[src/rtl/pb_uart_tx_pkg.sv]
// +------------------------------------------------------------------+
// | pb_uart_tx_pkg : register map, bit positions and FSM encoding     |
// | Rev 1.0                                                           |
// +------------------------------------------------------------------+
`default_nettype none

package pb_uart_tx_pkg;

  localparam logic [7:0] OFF_TXDATA  = 8'd0;
  localparam logic [7:0] OFF_STATUS  = 8'd1;
  localparam logic [7:0] OFF_CONTROL = 8'd2;
  localparam logic [7:0] OFF_DIV_LO  = 8'd3;
  localparam logic [7:0] OFF_DIV_HI  = 8'd4;
  localparam logic [7:0] NUM_REGS    = 8'd5;

  localparam int ST_EMPTY = 0;
  localparam int ST_FULL  = 1;
  localparam int ST_BUSY  = 2;
  localparam int ST_OVF   = 3;
  localparam int ST_DONE  = 4;

  localparam int CTRL_EN  = 0;
  localparam int CTRL_IRQ = 1;

  typedef enum logic [1:0] {
    S_IDLE  = 2'd0,
    S_START = 2'd1,
    S_DATA  = 2'd2,
    S_STOP  = 2'd3
  } tx_state_e;

endpackage

`default_nettype wire

[src/rtl/pb_sync_fifo.sv]
// +------------------------------------------------------------------+
// | pb_sync_fifo : single-clock FIFO with fall-through head           |
// | Rev 1.0                                                           |
// +------------------------------------------------------------------+
`default_nettype none

module pb_sync_fifo #(
  parameter int WIDTH = 8,
  parameter int DEPTH = 8,
  parameter int AW    = 3
) (
  input  logic             clk,
  input  logic             reset,
  input  logic             push_i,
  input  logic             pop_i,
  input  logic [WIDTH-1:0] din_i,
  output logic [WIDTH-1:0] dout_o,
  output logic             empty_o,
  output logic             full_o
);

  localparam logic [AW:0] C_DEPTH = (AW+1)'(DEPTH);

  logic [WIDTH-1:0] mem_q [DEPTH];
  logic [AW-1:0]    wr_ptr_q;
  logic [AW-1:0]    rd_ptr_q;
  logic [AW:0]      count_q;
  logic             w_push;
  logic             w_pop;

  assign empty_o = (count_q == '0);
  assign full_o  = (count_q == C_DEPTH);
  assign dout_o  = mem_q[rd_ptr_q];

  // A push into a full FIFO is still legal when the head leaves this cycle.
  assign w_pop  = pop_i & ~empty_o;
  assign w_push = push_i & (~full_o | w_pop);

  always_ff @(posedge clk) begin
    if (w_push) begin
      mem_q[wr_ptr_q] <= din_i;
    end
  end

  always_ff @(posedge clk) begin
    if (reset) begin
      wr_ptr_q <= '0;
      rd_ptr_q <= '0;
      count_q  <= '0;
    end else begin
      if (w_push) begin
        wr_ptr_q <= wr_ptr_q + AW'(1);
      end
      if (w_pop) begin
        rd_ptr_q <= rd_ptr_q + AW'(1);
      end
      case ({w_push, w_pop})
        2'b10:   count_q <= count_q + (AW+1)'(1);
        2'b01:   count_q <= count_q - (AW+1)'(1);
        default: count_q <= count_q;
      endcase
    end
  end

endmodule

`default_nettype wire

[src/rtl/pb_uart_tx.sv]
// +------------------------------------------------------------------+
// | pb_uart_tx : Picoblaze port-bus 8N1 UART transmitter with TX FIFO  |
// | Rev 1.0                                                           |
// +------------------------------------------------------------------+
`default_nettype none

module pb_uart_tx
  import pb_uart_tx_pkg::*;
#(
  parameter logic [7:0]  BASE_ADDRESS = 8'h10,
  parameter int          FIFO_DEPTH   = 8,
  parameter int          FIFO_AW      = 3,
  parameter logic [15:0] DEFAULT_DIV  = 16'd433
) (
  input  logic       clk,
  input  logic       reset,
  input  logic [7:0] port_id,
  input  logic [7:0] data_in,
  input  logic       read_strobe,
  input  logic       write_strobe,
  output logic [7:0] data_out,
  output logic       interrupt,
  output logic       tx
);

  tx_state_e   state_q, state_d;
  logic [15:0] baud_q, baud_d;
  logic [2:0]  bit_q, bit_d;
  logic [7:0]  shift_q, shift_d;
  logic        tx_q, tx_d;
  logic [1:0]  ctrl_q;
  logic [15:0] div_q;
  logic        ovf_q;
  logic        done_q;
  logic [7:0]  data_out_q;

  logic [7:0]  w_off;
  logic        w_hit;
  logic        w_wr_txdata, w_wr_status, w_wr_ctrl, w_wr_div_lo, w_wr_div_hi;
  logic        w_pop;
  logic        w_set_done;
  logic        w_bit_end;
  logic        w_busy;
  logic        w_tx_en;
  logic [7:0]  w_fifo_dout;
  logic        w_empty, w_full;
  logic [7:0]  w_rd_data;
  logic        w_unused;

  assign w_unused = read_strobe;

  assign w_off       = port_id - BASE_ADDRESS;
  assign w_hit       = (w_off < NUM_REGS);
  assign w_wr_txdata = write_strobe & w_hit & (w_off == OFF_TXDATA);
  assign w_wr_status = write_strobe & w_hit & (w_off == OFF_STATUS);
  assign w_wr_ctrl   = write_strobe & w_hit & (w_off == OFF_CONTROL);
  assign w_wr_div_lo = write_strobe & w_hit & (w_off == OFF_DIV_LO);
  assign w_wr_div_hi = write_strobe & w_hit & (w_off == OFF_DIV_HI);

  assign w_tx_en   = ctrl_q[CTRL_EN];
  assign w_busy    = (state_q != S_IDLE);
  assign w_bit_end = (baud_q == 16'd0);

  assign data_out  = data_out_q;
  assign interrupt = ctrl_q[CTRL_IRQ] & done_q;
  assign tx        = tx_q;

  pb_sync_fifo #(
    .WIDTH (8),
    .DEPTH (FIFO_DEPTH),
    .AW    (FIFO_AW)
  ) u_fifo (
    .clk     (clk),
    .reset   (reset),
    .push_i  (w_wr_txdata),
    .pop_i   (w_pop),
    .din_i   (data_in),
    .dout_o  (w_fifo_dout),
    .empty_o (w_empty),
    .full_o  (w_full)
  );

  always_comb begin
    state_d    = state_q;
    baud_d     = baud_q;
    bit_d      = bit_q;
    shift_d    = shift_q;
    w_pop      = 1'b0;
    w_set_done = 1'b0;
    case (state_q)
      S_IDLE: begin
        if (w_tx_en && !w_empty) begin
          w_pop   = 1'b1;
          shift_d = w_fifo_dout;
          baud_d  = div_q;
          state_d = S_START;
        end
      end
      S_START: begin
        if (w_bit_end) begin
          baud_d  = div_q;
          bit_d   = 3'd0;
          state_d = S_DATA;
        end else begin
          baud_d = baud_q - 16'd1;
        end
      end
      S_DATA: begin
        if (w_bit_end) begin
          baud_d  = div_q;
          shift_d = {1'b0, shift_q[7:1]};
          bit_d   = bit_q + 3'd1;
          if (bit_q == 3'd7) begin
            state_d = S_STOP;
          end
        end else begin
          baud_d = baud_q - 16'd1;
        end
      end
      S_STOP: begin
        if (w_bit_end) begin
          // Chain straight into the next start bit when more data waits.
          if (w_tx_en && !w_empty) begin
            w_pop   = 1'b1;
            shift_d = w_fifo_dout;
            baud_d  = div_q;
            state_d = S_START;
          end else begin
            w_set_done = w_empty;
            state_d    = S_IDLE;
          end
        end else begin
          baud_d = baud_q - 16'd1;
        end
      end
      default: state_d = S_IDLE;
    endcase

    // Line level is registered and derived from the next state so it aligns with it.
    case (state_d)
      S_START: tx_d = 1'b0;
      S_DATA:  tx_d = shift_d[0];
      default: tx_d = 1'b1;
    endcase
  end

  always_ff @(posedge clk) begin
    if (reset) begin
      state_q <= S_IDLE;
      baud_q  <= 16'd0;
      bit_q   <= 3'd0;
      shift_q <= 8'd0;
      tx_q    <= 1'b1;
    end else begin
      state_q <= state_d;
      baud_q  <= baud_d;
      bit_q   <= bit_d;
      shift_q <= shift_d;
      tx_q    <= tx_d;
    end
  end

  always_comb begin
    w_rd_data = 8'd0;
    if (w_hit) begin
      case (w_off)
        OFF_STATUS: begin
          w_rd_data[ST_EMPTY] = w_empty;
          w_rd_data[ST_FULL]  = w_full;
          w_rd_data[ST_BUSY]  = w_busy;
          w_rd_data[ST_OVF]   = ovf_q;
          w_rd_data[ST_DONE]  = done_q;
        end
        OFF_CONTROL: w_rd_data[1:0] = ctrl_q;
        OFF_DIV_LO:  w_rd_data      = div_q[7:0];
        OFF_DIV_HI:  w_rd_data      = div_q[15:8];
        default:     w_rd_data      = 8'd0;
      endcase
    end
  end

  always_ff @(posedge clk) begin
    if (reset) begin
      ctrl_q     <= 2'b00;
      div_q      <= DEFAULT_DIV;
      ovf_q      <= 1'b0;
      done_q     <= 1'b0;
      data_out_q <= 8'd0;
    end else begin
      data_out_q <= w_rd_data;
      if (w_wr_ctrl) begin
        ctrl_q <= {data_in[CTRL_IRQ], data_in[CTRL_EN]};
      end
      if (w_wr_div_lo) begin
        div_q[7:0] <= data_in;
      end
      if (w_wr_div_hi) begin
        div_q[15:8] <= data_in;
      end
      if (w_wr_txdata && w_full && !w_pop) begin
        ovf_q <= 1'b1;
      end else if (w_wr_status && data_in[ST_OVF]) begin
        ovf_q <= 1'b0;
      end
      if (w_set_done) begin
        done_q <= 1'b1;
      end else if ((w_wr_status && data_in[ST_DONE]) || w_wr_txdata) begin
        done_q <= 1'b0;
      end
    end
  end

endmodule

`default_nettype wire

[config.mk]
export PLATFORM = sky130hd
export DESIGN_NAME = pb_uart_tx
export DESIGN_NICKNAME = d
export VERILOG_FILES = /design/src/rtl/pb_uart_tx_pkg.sv /design/src/rtl/pb_sync_fifo.sv /design/src/rtl/pb_uart_tx.sv
export SDC_FILE = /design/constraint.sdc
export NUM_CORES = 1
export LEC_CHECK = 0
export CAP_MARGIN = 20
export CORE_ASPECT_RATIO = 0.6
export CORE_MARGIN = 10
export CORE_UTILIZATION = 56
export CTS_BUF_LIST = sky130_fd_sc_hd__clkbuf_16
export CTS_CLUSTER_DIAMETER = 200
export DETAILED_ROUTE_END_ITERATION = 10
export MAX_ROUTING_LAYER = met4
export PLACE_DENSITY = 0.74
export SLEW_MARGIN = 10
export SYNTH_ARGS = -nofsm -noshare
export SYNTH_HDL_FRONTEND = slang
export SYNTH_SLANG_ARGS = --single-unit
[constraint.sdc]
create_clock -name clk -period 7.7 [get_ports clk]
set_input_delay 1.155 -clock clk [delete_from_list [all_inputs] [get_ports clk]]
set_output_delay 1.155 -clock clk [all_outputs]
set_load 0.005 [all_outputs]
==> After elaboration in Yosys (flattened, before gate mapping) <==
Memory sizes are Yosys's and may differ from the RTL's. A register that Yosys moved wholly into a read port is not among the register bits.
Cells that the tools add are included.
{ "totals": {"ff_bits": 68, "ramBits": 64, "in_bits": 20, "out_inout_bits": 10, "wordCells": 112, "mem_count": 1} }
{ "memory_table": {"columns": ["name", "depth", "width", "read_ports", "rd_ports_with_merged_regs", "write_ports", "line", "text"], "rows": [
  ["u_fifo.mem_q", 8, 8, 1, 1, 1, "pb_sync_fifo.sv:24", "logic [WIDTH-1:0] mem_q [DEPTH];"]
]} }
{ "op_classes": {"addsub": 7, "n_lt_le_gt_ge": 1, "n_eq_ne": 16, "mux": 37, "bitwise_logic": 13, "reduce_logical": 22} }
{ "op_table": {"columns": ["op", "count"], "rows": [
  ["16-bit two-way mux", 3],
  ["16-bit one-hot mux with 3 select lines", 1],
  ["8-bit two-way mux", 3],
  ["8-bit one-hot mux with 3 select lines", 1],
  ["8-bit by 2-bit equality test with 1-bit output, second input constant", 2],
  ["16-bit logical NOT", 1],
  ["2-bit one-hot mux with 4 select lines", 2],
  ["16-bit by 1-bit subtractor with 16-bit output, second input constant", 1],
  ["1-bit two-way mux", 12],
  ["3-bit two-way mux", 4],
  ["3-bit one-hot mux with 2 select lines", 2],
  ["2-bit two-way mux", 5],
  ["2-bit nonzero test", 5],
  ["3-bit by 1-bit adder with 3-bit output, second input constant", 3],
  ["1-bit AND", 9],
  ["3-bit one-hot mux with 3 select lines", 1],
  ["2-bit equality test, second input constant", 4],
  ["8-bit by 1-bit equality test with 1-bit output, second input constant", 1],
  ["8-bit by 3-bit equality test with 1-bit output, second input constant", 1],
  ["8-bit logical NOT", 1],
  ["8-bit by 3-bit less-than comparator with 1-bit output, second input constant", 1],
  ["4-bit one-hot mux with 2 select lines", 1],
  ["8-bit by 5-bit subtractor with 8-bit output, second input constant", 1],
  ["2-bit by 1-bit equality test with 1-bit output, second input constant", 3],
  ["16 further kinds", 28]
]} }

==> Logic depth before layout (Yosys ltp) <==
Gate-level depths: netlist of the first run.
{ "logic_depth": {"word_depth": 11, "ltp_mapped": 11, "ltp_nobuf": 11} }

==> By module <==
From an unflattened synthesis of the first run, not the netlist that was laid out.
{ "hier_totals": {"hier_cells": 540, "area_unflattened_um2": 6212.2} }
{ "modules_own_cells": {"columns": ["mod", "instances", "cells_each", "area_per_inst_um2", "seq_area_each_um2"], "rows": [
  ["pb_sync_fifo", 1, 176, 3203.1, 2182.1],
  ["pb_uart_tx", 1, 364, 3009.1, 1161.1]
]} }

==> Worst setup path after synthesis of the first run <==
Ideal clock, no wire load.
{ "synth_timing": {"path_type": "input-to-reg", "start": "input port port_id[5]", "end": "memory u_fifo.mem_q[3][0], enable pin", "setup_time_ns": 0.370, "arrival_time_ns": 2.756, "required_time_ns": 7.330, "path_slack_ns": 4.574, "cell_stages": 6, "path_buffers": 1, "cell_sequence": "nor4b_2 > and4b_1 > clkbuf_1 > o21a_2 > nand2_1 > nor2_1"} }
{ "synth_via": {"elab_chain_cells": 7, "word_cells_on_any_way": 8, "cone_classes": "1 x add/sub; 1 x order compare; 2 x mux; 3 x bitwise; 1 x reduce/logical"} }
{ "synth_rtl": {"columns": ["element", "line", "text"], "rows": [
  ["from (decl)", "pb_uart_tx.sv:17", "input logic [7:0] port_id,"],
  ["8-bit by 5-bit subtractor with 8-bit output (*)", "pb_uart_tx.sv:52", "assign w_off = port_id - BASE_ADDRESS;"],
  ["8-bit by 3-bit less-than comparator with 1-bit output", "pb_uart_tx.sv:53", "assign w_hit = (w_off < NUM_REGS);"],
  ["1-bit AND", "pb_uart_tx.sv:54", "assign w_wr_txdata = write_strobe & w_hit & (w_off == OFF_TXDATA);"],
  ["1-bit AND (*)", "pb_uart_tx.sv:54", null],
  ["1-bit AND (*)", "pb_sync_fifo.sv:37", "assign w_push = push_i & (~full_o | w_pop);"],
  ["1-bit two-way mux (*)", "pb_sync_fifo.sv:40", "if (w_push) begin"],
  ["1-bit two-way mux (not written as such) (*)", "pb_sync_fifo.sv:41", "mem_q[wr_ptr_q] <= din_i;"],
  ["to (decl)", "pb_sync_fifo.sv:24", null]
]} }
Mark *: on every way between the ends. The rest lies on a longest branch, timed or not.

==> Worst setup path in the final report of the first run <==
{ "layout_timing": {"start": "input port port_id[1]", "end": "memory u_fifo.mem_q[2][3], enable pin"} }
The elaborated chain is that of the path after synthesis.

==> results of run 1 <==
report_power, final:
part	internal, mW	total (mW)	switching [mW]
clock	0.473	0.798	0.325
sequential	0.755	0.760	0.00505
combinational	0.0426	0.121	0.0786
metrics by stage:
step | worst slack, ns | power, mW
floorplan | 4.57 | 0.859
global placement | 3.55 | 0.890
detailed placement | 3.40 | 0.894
CTS | 3.84 | 1.68
global route | 3.63 | 1.73
finish | 3.81 | 1.68
path summary, 6_finish.rpt:
path | to | start | slack (ns)
min reg2reg | bit_q[2] | bit_q[2] | 0.47
max | u_fifo.mem_q[2][3] | port_id[1] | 3.81
min | bit_q[2] | bit_q[2] | 0.47
max reg2reg | u_fifo.mem_q[2][3] | state_q[1] | 4.17
state kept, by name (all words and copies together), names as in the netlist, named ones only:
register / count
tx: 1
ctrl_q: 2
data_out: 8
u_fifo.wr_ptr_q: 3
state_q: 2
done_q: 1
shift_q: 8
u_fifo.count_q: 4
ovf_q: 1
baud_q: 16
bit_q: 3
div_q: 16
u_fifo.mem_q: 64
u_fifo.rd_ptr_q: 3
metal layers:
| layer | global-route usage | vias to the layer above | part of all wire |
|---|---|---|---|
| met1 | 0.269 | 2314 | 0.47 |
| met4 | 0.0701 | 0 | 0.014 |
| met3 | 0.0567 | 12 | 0.091 |
| met2 | 0.261 | 202 | 0.43 |
| met5 | - | - | 0 |
| li1 | - | 2164 | - |
final cells by class:
| cell class | count | area share |
|---|---|---|
| Clock inverter | 12 | 0.0117 |
| Multi-Input combinational cell | 396 | 0.389 |
| Tap cell | 144 | 0.0248 |
| Clock buffer | 20 | 0.0688 |
| Inverter | 6 | 0.00309 |
| Timing Repair Buffer | 31 | 0.0437 |
| Sequential cell | 135 | 0.459 |
cell usage in the layout, fill, tap and decap left out, drive strengths merged, types with 16 or more instances in the layout:
cell	synthesis	layout
a21oi	39	39
clkbuf	18	20
clkdlybuf4s50	0	27
dfxtp	71	71
edfxtp	64	64
mux2i	19	19
mux4	16	16
nand2	47	47
nand3	17	17
nor2	69	69
o21ai	27	27
tightest hold or removal path, cell delays in order (launching register included):
cell and delay (ns):
dfxtp_1 0.31, nand2_1 0.06, a21oi_1 0.05
synth_stat cells (all sizes together) (7+ instances only):
| cell | number | area, sq um |
|---|---|---|
| a21oi | 39 | 214 |
| a22oi | 15 | 113 |
| buf | 14 | 93.8 |
| clkbuf | 18 | 77.6 |
| dfxtp | 71 | 1420 |
| edfxtp | 64 | 1920 |
| ha | 12 | 150 |
| mux2i | 19 | 190 |
| mux4 | 16 | 360 |
| nand2 | 47 | 176 |
| nand2b | 9 | 58.8 |
| nand3 | 17 | 85.1 |
| nand3b | 7 | 52.6 |
| nor2 | 69 | 259 |
| nor2b | 8 | 50.1 |
| nor3 | 15 | 95.1 |
| o21ai | 27 | 150 |
| or3 | 8 | 55.1 |
cell families (layout without fill, tap and decap cells):
family	after synthesis	after routing	synth area share
mux	37	37	0.0900
xor+xnor	9	9	0.0124
fa+ha+maj	12	12	0.0236
buf+inv	38	69	0.0305
compound gates	130	130	0.148
simple gates	208	208	0.170
flops	135	135	0.525
==> results by group, run 1 <==
Clock network
  • CTS Buf Count: 17
  • Hold-fix buffers, CTS: 0
  • Clk_lat worst skew: 0.42 ns
  • CTS root buffer: clkbuf_16
  • Maximum clock path buffer count: 2
  • Reg clk slew, reported paths: 0.06 ns
  • Sink Count: 135
  • PostCTS Resize Cnt: 0
  • CTS tree: done
  • Setup Fix Bufs, Post-CTS: 0
  • H-tree levels: 4

Routing
  • Wirelength per Cell: ~20 microns
  • Via-to-Cell Ratio: 6.31
  • Routed WL: 14900 microns
  • DR vias: roughly 4700
  • Antenna Violating Nets Remaining: 0
  • 1st-iter DRT viols: about 550
  • Drt first pass iters: 5
  • Drc violations: 0

Logic synthesis
  • Ys Warns: 0
  • Syn Area/Cell: 11.2 sq um
  • Cell Area, Synth: 0.00637 sq mm
  • Synth cell types: 77
  • Syn nets: 601
  • Register area share after synthesis: 0.525
  • Gate count after technology mapping: 569
  • Post-synth EDFFs: 64
  • Synth Flop Type: dfxtp_1
  • #FFs+latches synth: roughly 140
  • Async S/R FF share, synth: 0

Die
  • Full die area: roughly 0.016 sq mm
  • Rows: 30
  • Initial core utilization: 0.567
  • DIE HEIGHT: ~100 microns
  • IO Count: 30
  • Core Area: approximately 0.011 sq mm
  • Die W: 158 microns

Timing
  • Slew headroom: 0.356
  • RSZ-0062 raised after global routing: no
  • Clock skew: 0.00945 ns
  • Final critical-path share of the clock period: 0.506
  • Least-Margin Pin Slew: 0.963 ns
  • Setup TNS: 0 ns
  • Hold Vio Cnt, Final: 0
  • Hold_ws: 0.466 ns
  • Achievable Freq: around 260 MHz
  • Final Max Tran Viols: 0
  • # setup viols final: 0
  • Min cycle time layout: around 3.9 ns

Layout
  • Storage cell area: between 0.003 and 0.004 sq mm
  • Fin nets: approximately 620
  • Proportion of layout cells with a drive suffix above 1: 0.133
  • Number of fill cells: about 850
  • Antenna diode count: 0
  • Design area: ~0.0073 sq mm
  • Final core occ: 0.649
  • Area of the multi-input gates: around 0.0028 sq mm
  • Synth-to-Final Area Change: 14.3%
  • Non-filler cells, final: 744

Critical path
  • Worst Path Required: between 7 and 8 ns
  • Critical path's largest stage delay: approximately 0.78 ns
  • Critical path cell sequence: clkdlybuf4s50_1, nor2b_1, and4b_1, o21a_2, nand2b_2, nor2_1
  • Crit start category: primary input
  • Crit path depth: 6
  • Max FO, Critical Path: 19
  • CP bufs+invs: 1
  • Setup crit end kind: flop
  • Crit-path slowest cell: clkdlybuf4s50_1
  • Crit path arrival time: approximately 3.9 ns
  • FF-to-FF path depth: 7
  • CP delay by family, top: simple AND/OR/NAND/NOR gates
  • Crit path kind: in2reg

Hold path
  • Hold Path Stages: 2
  • HP Class: reg2reg

Power
  • Leak: 2.47 nW
  • VDD IR-drop max: ~0.17 mV
  • Power Density: between 200 and 250 mW/mm^2

Placed design
  • DP Area: between 0.006 and 0.007 sq mm
  • DP Cell Count: between 700 and 800
  • RD Place Congestion: ~0.89
  • Port-buffer cells: 28
  • Detailed-placement wirelength estimate: between 10000 and 15000 microns

Global route
  • First-pass GRT wire length: 23300 microns
  • Number of global-route vias before repair: between 4000 and 5000
  • GRT Resource Usage Total: 0.193
  • Largest net degree at the start of global routing: 68
  • Grt total ovfl: 0
  • Initial antenna violation count: 0

Job
  • Max-Cap Viols: 0

Outcome
  • Status: completed
No activity file was read; power rests on OpenSTA's default activity.
==> inputs of run 2 (changes only) <==
--- a/config.mk
+++ b/config.mk
@@ -8,7 +8,7 @@
 export CAP_MARGIN = 20
 export CORE_ASPECT_RATIO = 0.6
 export CORE_MARGIN = 10
-export CORE_UTILIZATION = 56
+export CORE_UTILIZATION = 54
 export CTS_BUF_LIST = sky130_fd_sc_hd__clkbuf_16
 export CTS_CLUSTER_DIAMETER = 200
 export DETAILED_ROUTE_END_ITERATION = 10
==> constraint.sdc (replaced) <==
create_clock -name clk -period 3.16 [get_ports clk]
set_input_delay 0.474 -clock clk [delete_from_list [all_inputs] [get_ports clk]]
set_output_delay 0.474 -clock clk [all_outputs]
set_load 0.005 [all_outputs]
==> results by group, run 2 (same netlist as run 1, synthesis figures left out) <==
Outcome
  • Status: completed

Clock network
  • Sink Count: 135 (unchanged)
  • PostCTS Resize Cnt: 0 (unchanged)
  • Clk_lat worst skew: 0.41 ns (about the same)
  • Reg clk slew, reported paths: 0.06 ns (about the same)
  • CTS root buffer: clkbuf_16
  • H-tree levels: 4 (unchanged)
  • Setup Fix Bufs, Post-CTS: 0 (unchanged)
  • Maximum clock path buffer count: 2 (unchanged)
  • CTS tree: done
  • Hold-fix buffers, CTS: 0 (unchanged)
  • CTS Buf Count: 17 (unchanged)

Power
  • Switching Share: 0.242 (-0.00113)
  • VDD IR-drop max: 0.353 mV (+110%)
  • Logic pwr share: 0.077 (+0.005)
  • Sequential share of power: 0.462 (+0.009)
  • Leak: 2.57 nW (+3.9%)
  • Power Density: 541 mW/mm^2 (+130%)
  • Clock power frac: 0.461 (-0.014)
  • Switching power: 0.972 mW (+140%)
  • Internal power: 3.04 mW (+140%)

Global route
  • Grt total ovfl: 0 (unchanged)
  • Initial antenna violation count: 0 (unchanged)
  • Largest net degree at the start of global routing: 36 (-47%)
  • GRT Resource Usage Total: 0.183 (-0.0104)
  • Number of global-route vias before repair: 4399 (+0.89%)
  • First-pass GRT wire length: 24000 microns (+3.0%)

Routing
  • Wirelength per Cell: 19.1 microns (-4.8%)
  • Drt first pass iters: 5 (unchanged)
  • Drc violations: 0 (unchanged)
  • Antenna Violating Nets Remaining: 0 (unchanged)
  • Via-to-Cell Ratio: 5.99 (-5.0%)
  • 1st-iter DRT viols: 425 (-22%)
  • Routed WL: 15000 microns (+0.22%)
  • DR vias: 4692 (unchanged)

Critical path
  • FF-to-FF path depth: 11 (+4)
  • Crit start category: flop
  • Setup crit end kind: flop
  • Crit path arrival time: 2.91 ns (-1.02 ns)
  • Crit path kind: reg2reg
  • Worst Path Required: 3.45 ns (-4.29 ns)
  • Max FO, Critical Path: 5 (-14)

Hold path
  • HP Class: reg2reg
  • Hold Path Stages: 2 (unchanged)

Timing
  • Hold Vio Cnt, Final: 0 (unchanged)
  • Least-Margin Pin Slew: 0.681 ns (-0.282 ns)
  • Clock skew: 0.0113 ns (+0.00190 ns)
  • Achievable Freq: approximately 380 MHz
  • Final Max Tran Viols: 0 (unchanged)
  • Setup TNS: 0 ns (unchanged)
  • Final critical-path share of the clock period: 0.827
  • Final WS setup: 0.547 ns (-3.26 ns)
  • RSZ-0062 raised after global routing: no
  • Min cycle time layout: between 2 and 3 ns
  • Slew headroom: 0.546 (+0.191)
  • # setup viols final: 0 (unchanged)

Die
  • Core Area: 0.0114 sq mm (+1.7%)
  • DIE HEIGHT: 104 microns (+1.5%)
  • Die W: 160 microns (+1.6%)
  • Initial core utilization: 0.558 (-0.00933)
  • IO Count: 30 (unchanged)
  • Rows: 30 (unchanged)
  • Full die area: 0.0167 sq mm (+3.1%)

Layout
  • Proportion of layout cells with a drive suffix above 1: 0.165 (+0.0320)
  • Commonest non-fill, non-tap cell in the layout: dfxtp_1
  • Largest registers: u_fifo.mem_q: 64 flops, baud_q: 16 flops, div_q: 16 flops
  • Largest Register: u_fifo.mem_q
  • Synth-to-Final Area Change: 16.6%
  • Number of fill cells: 857 (+1.4%)
  • Fin nets: 642 (+3.7%)
  • Max reg flops: 64 (unchanged)
  • Commonest non-fill, non-tap cells in the layout: dfxtp_1, nor2_1, edfxtp_1
  • Antenna diode count: 0 (unchanged)

Placed design
  • DP Worst Slack: 0.346 ns (-3.05 ns)
  • Detailed-placement wirelength estimate: 10600 microns (+3.2%)
  • Port-buffer cells: 28 (unchanged)
  • RD Place Congestion: 0.915 (+2.6%)

Job
  • Max-Cap Viols: 0 (unchanged)
run 2: changes by cell type in the layout (fill, tap and decap cells not counted), sizes merged:
cell	delta
buf	+23
clkbuf	-3
clkinv	+3
inv	-2
bufinv	+1
clkinvlp	+1
run 2: final timing paths:
check	end	slack (ns)	start
setup / recovery	u_fifo.count_q[2]	0.55	baud_q[1]
hold / removal	bit_q[2]	0.46	bit_q[2]
hold reg to reg	bit_q[2]	0.46	bit_q[2]
setup reg to reg	u_fifo.count_q[2]	0.55	baud_q[1]
run 2: power by group through the flow:
| stage | combinational (mW) | sequential [mW] | clock [mW] |
|---|---|---|---|
| after floorplan | 0.206 | 1.89 | 0 |
| after global placement | 0.294 | 1.89 | 0 |
| after detailed placement | 0.302 | 1.89 | 0 |
| after CTS | 0.305 | 1.85 | 1.86 |
| after global routing | 0.338 | 1.85 | 1.96 |
| final | 0.310 | 1.85 | 1.85 |
run 2: cell type report:
type                            instances  area, sq um  area share
Timing Repair Buffer                   54          470      0.0634
Multi-Input combinational cell        396         2830       0.381
Clock inverter                         15          130      0.0175
Inverter                                6         22.5     0.00303
Tap cell                              160          200      0.0270
Sequential cell                       135         3340       0.450
Clock buffer                           17          425      0.0573
run 2: critical path, cell delays in order, from the launching register on:
cell,delay (ns)
dfxtp_1,0.35
inv_1,0.12
ha_1,0.17
nor4b_4,0.35
nand4_2,0.25
a211o_1,0.41
xnor2_1,0.15
ha_1,0.21
and3_1,0.15
mux2i_1,0.15
xor2_1,0.15
nor2_1,0.05
run 2: routing by layer:
metal | vias to the layer above | routed length (microns) | GRT usage
li1 | 2210 | - | -
met1 | 2250 | 7240 | 0.268
met2 | 220 | 6440 | 0.243
met3 | 12 | 1220 | 0.0506
met4 | 0 | 65 | 0.0411
met5 | - | 0 | -
run 2: metrics by stage:
| step | total power [mW] | std cells | hold slack (ns) | utilization | area (sq um) |
|---|---|---|---|---|---|
| global route | 4.15 | 783 | 0.499 | 0.650 | 7420 |
| finish | 4.01 | 783 | 0.465 | 0.650 | 7420 |
| floorplan | 2.09 | 569 | 0.436 | - | 6370 |
| detailed placement | 2.19 | 751 | 0.462 | 0.602 | 6870 |
| CTS | 4.02 | 783 | 0.469 | 0.650 | 7420 |
| global placement | 2.18 | 751 | 0.442 | 0.602 | 6870 |
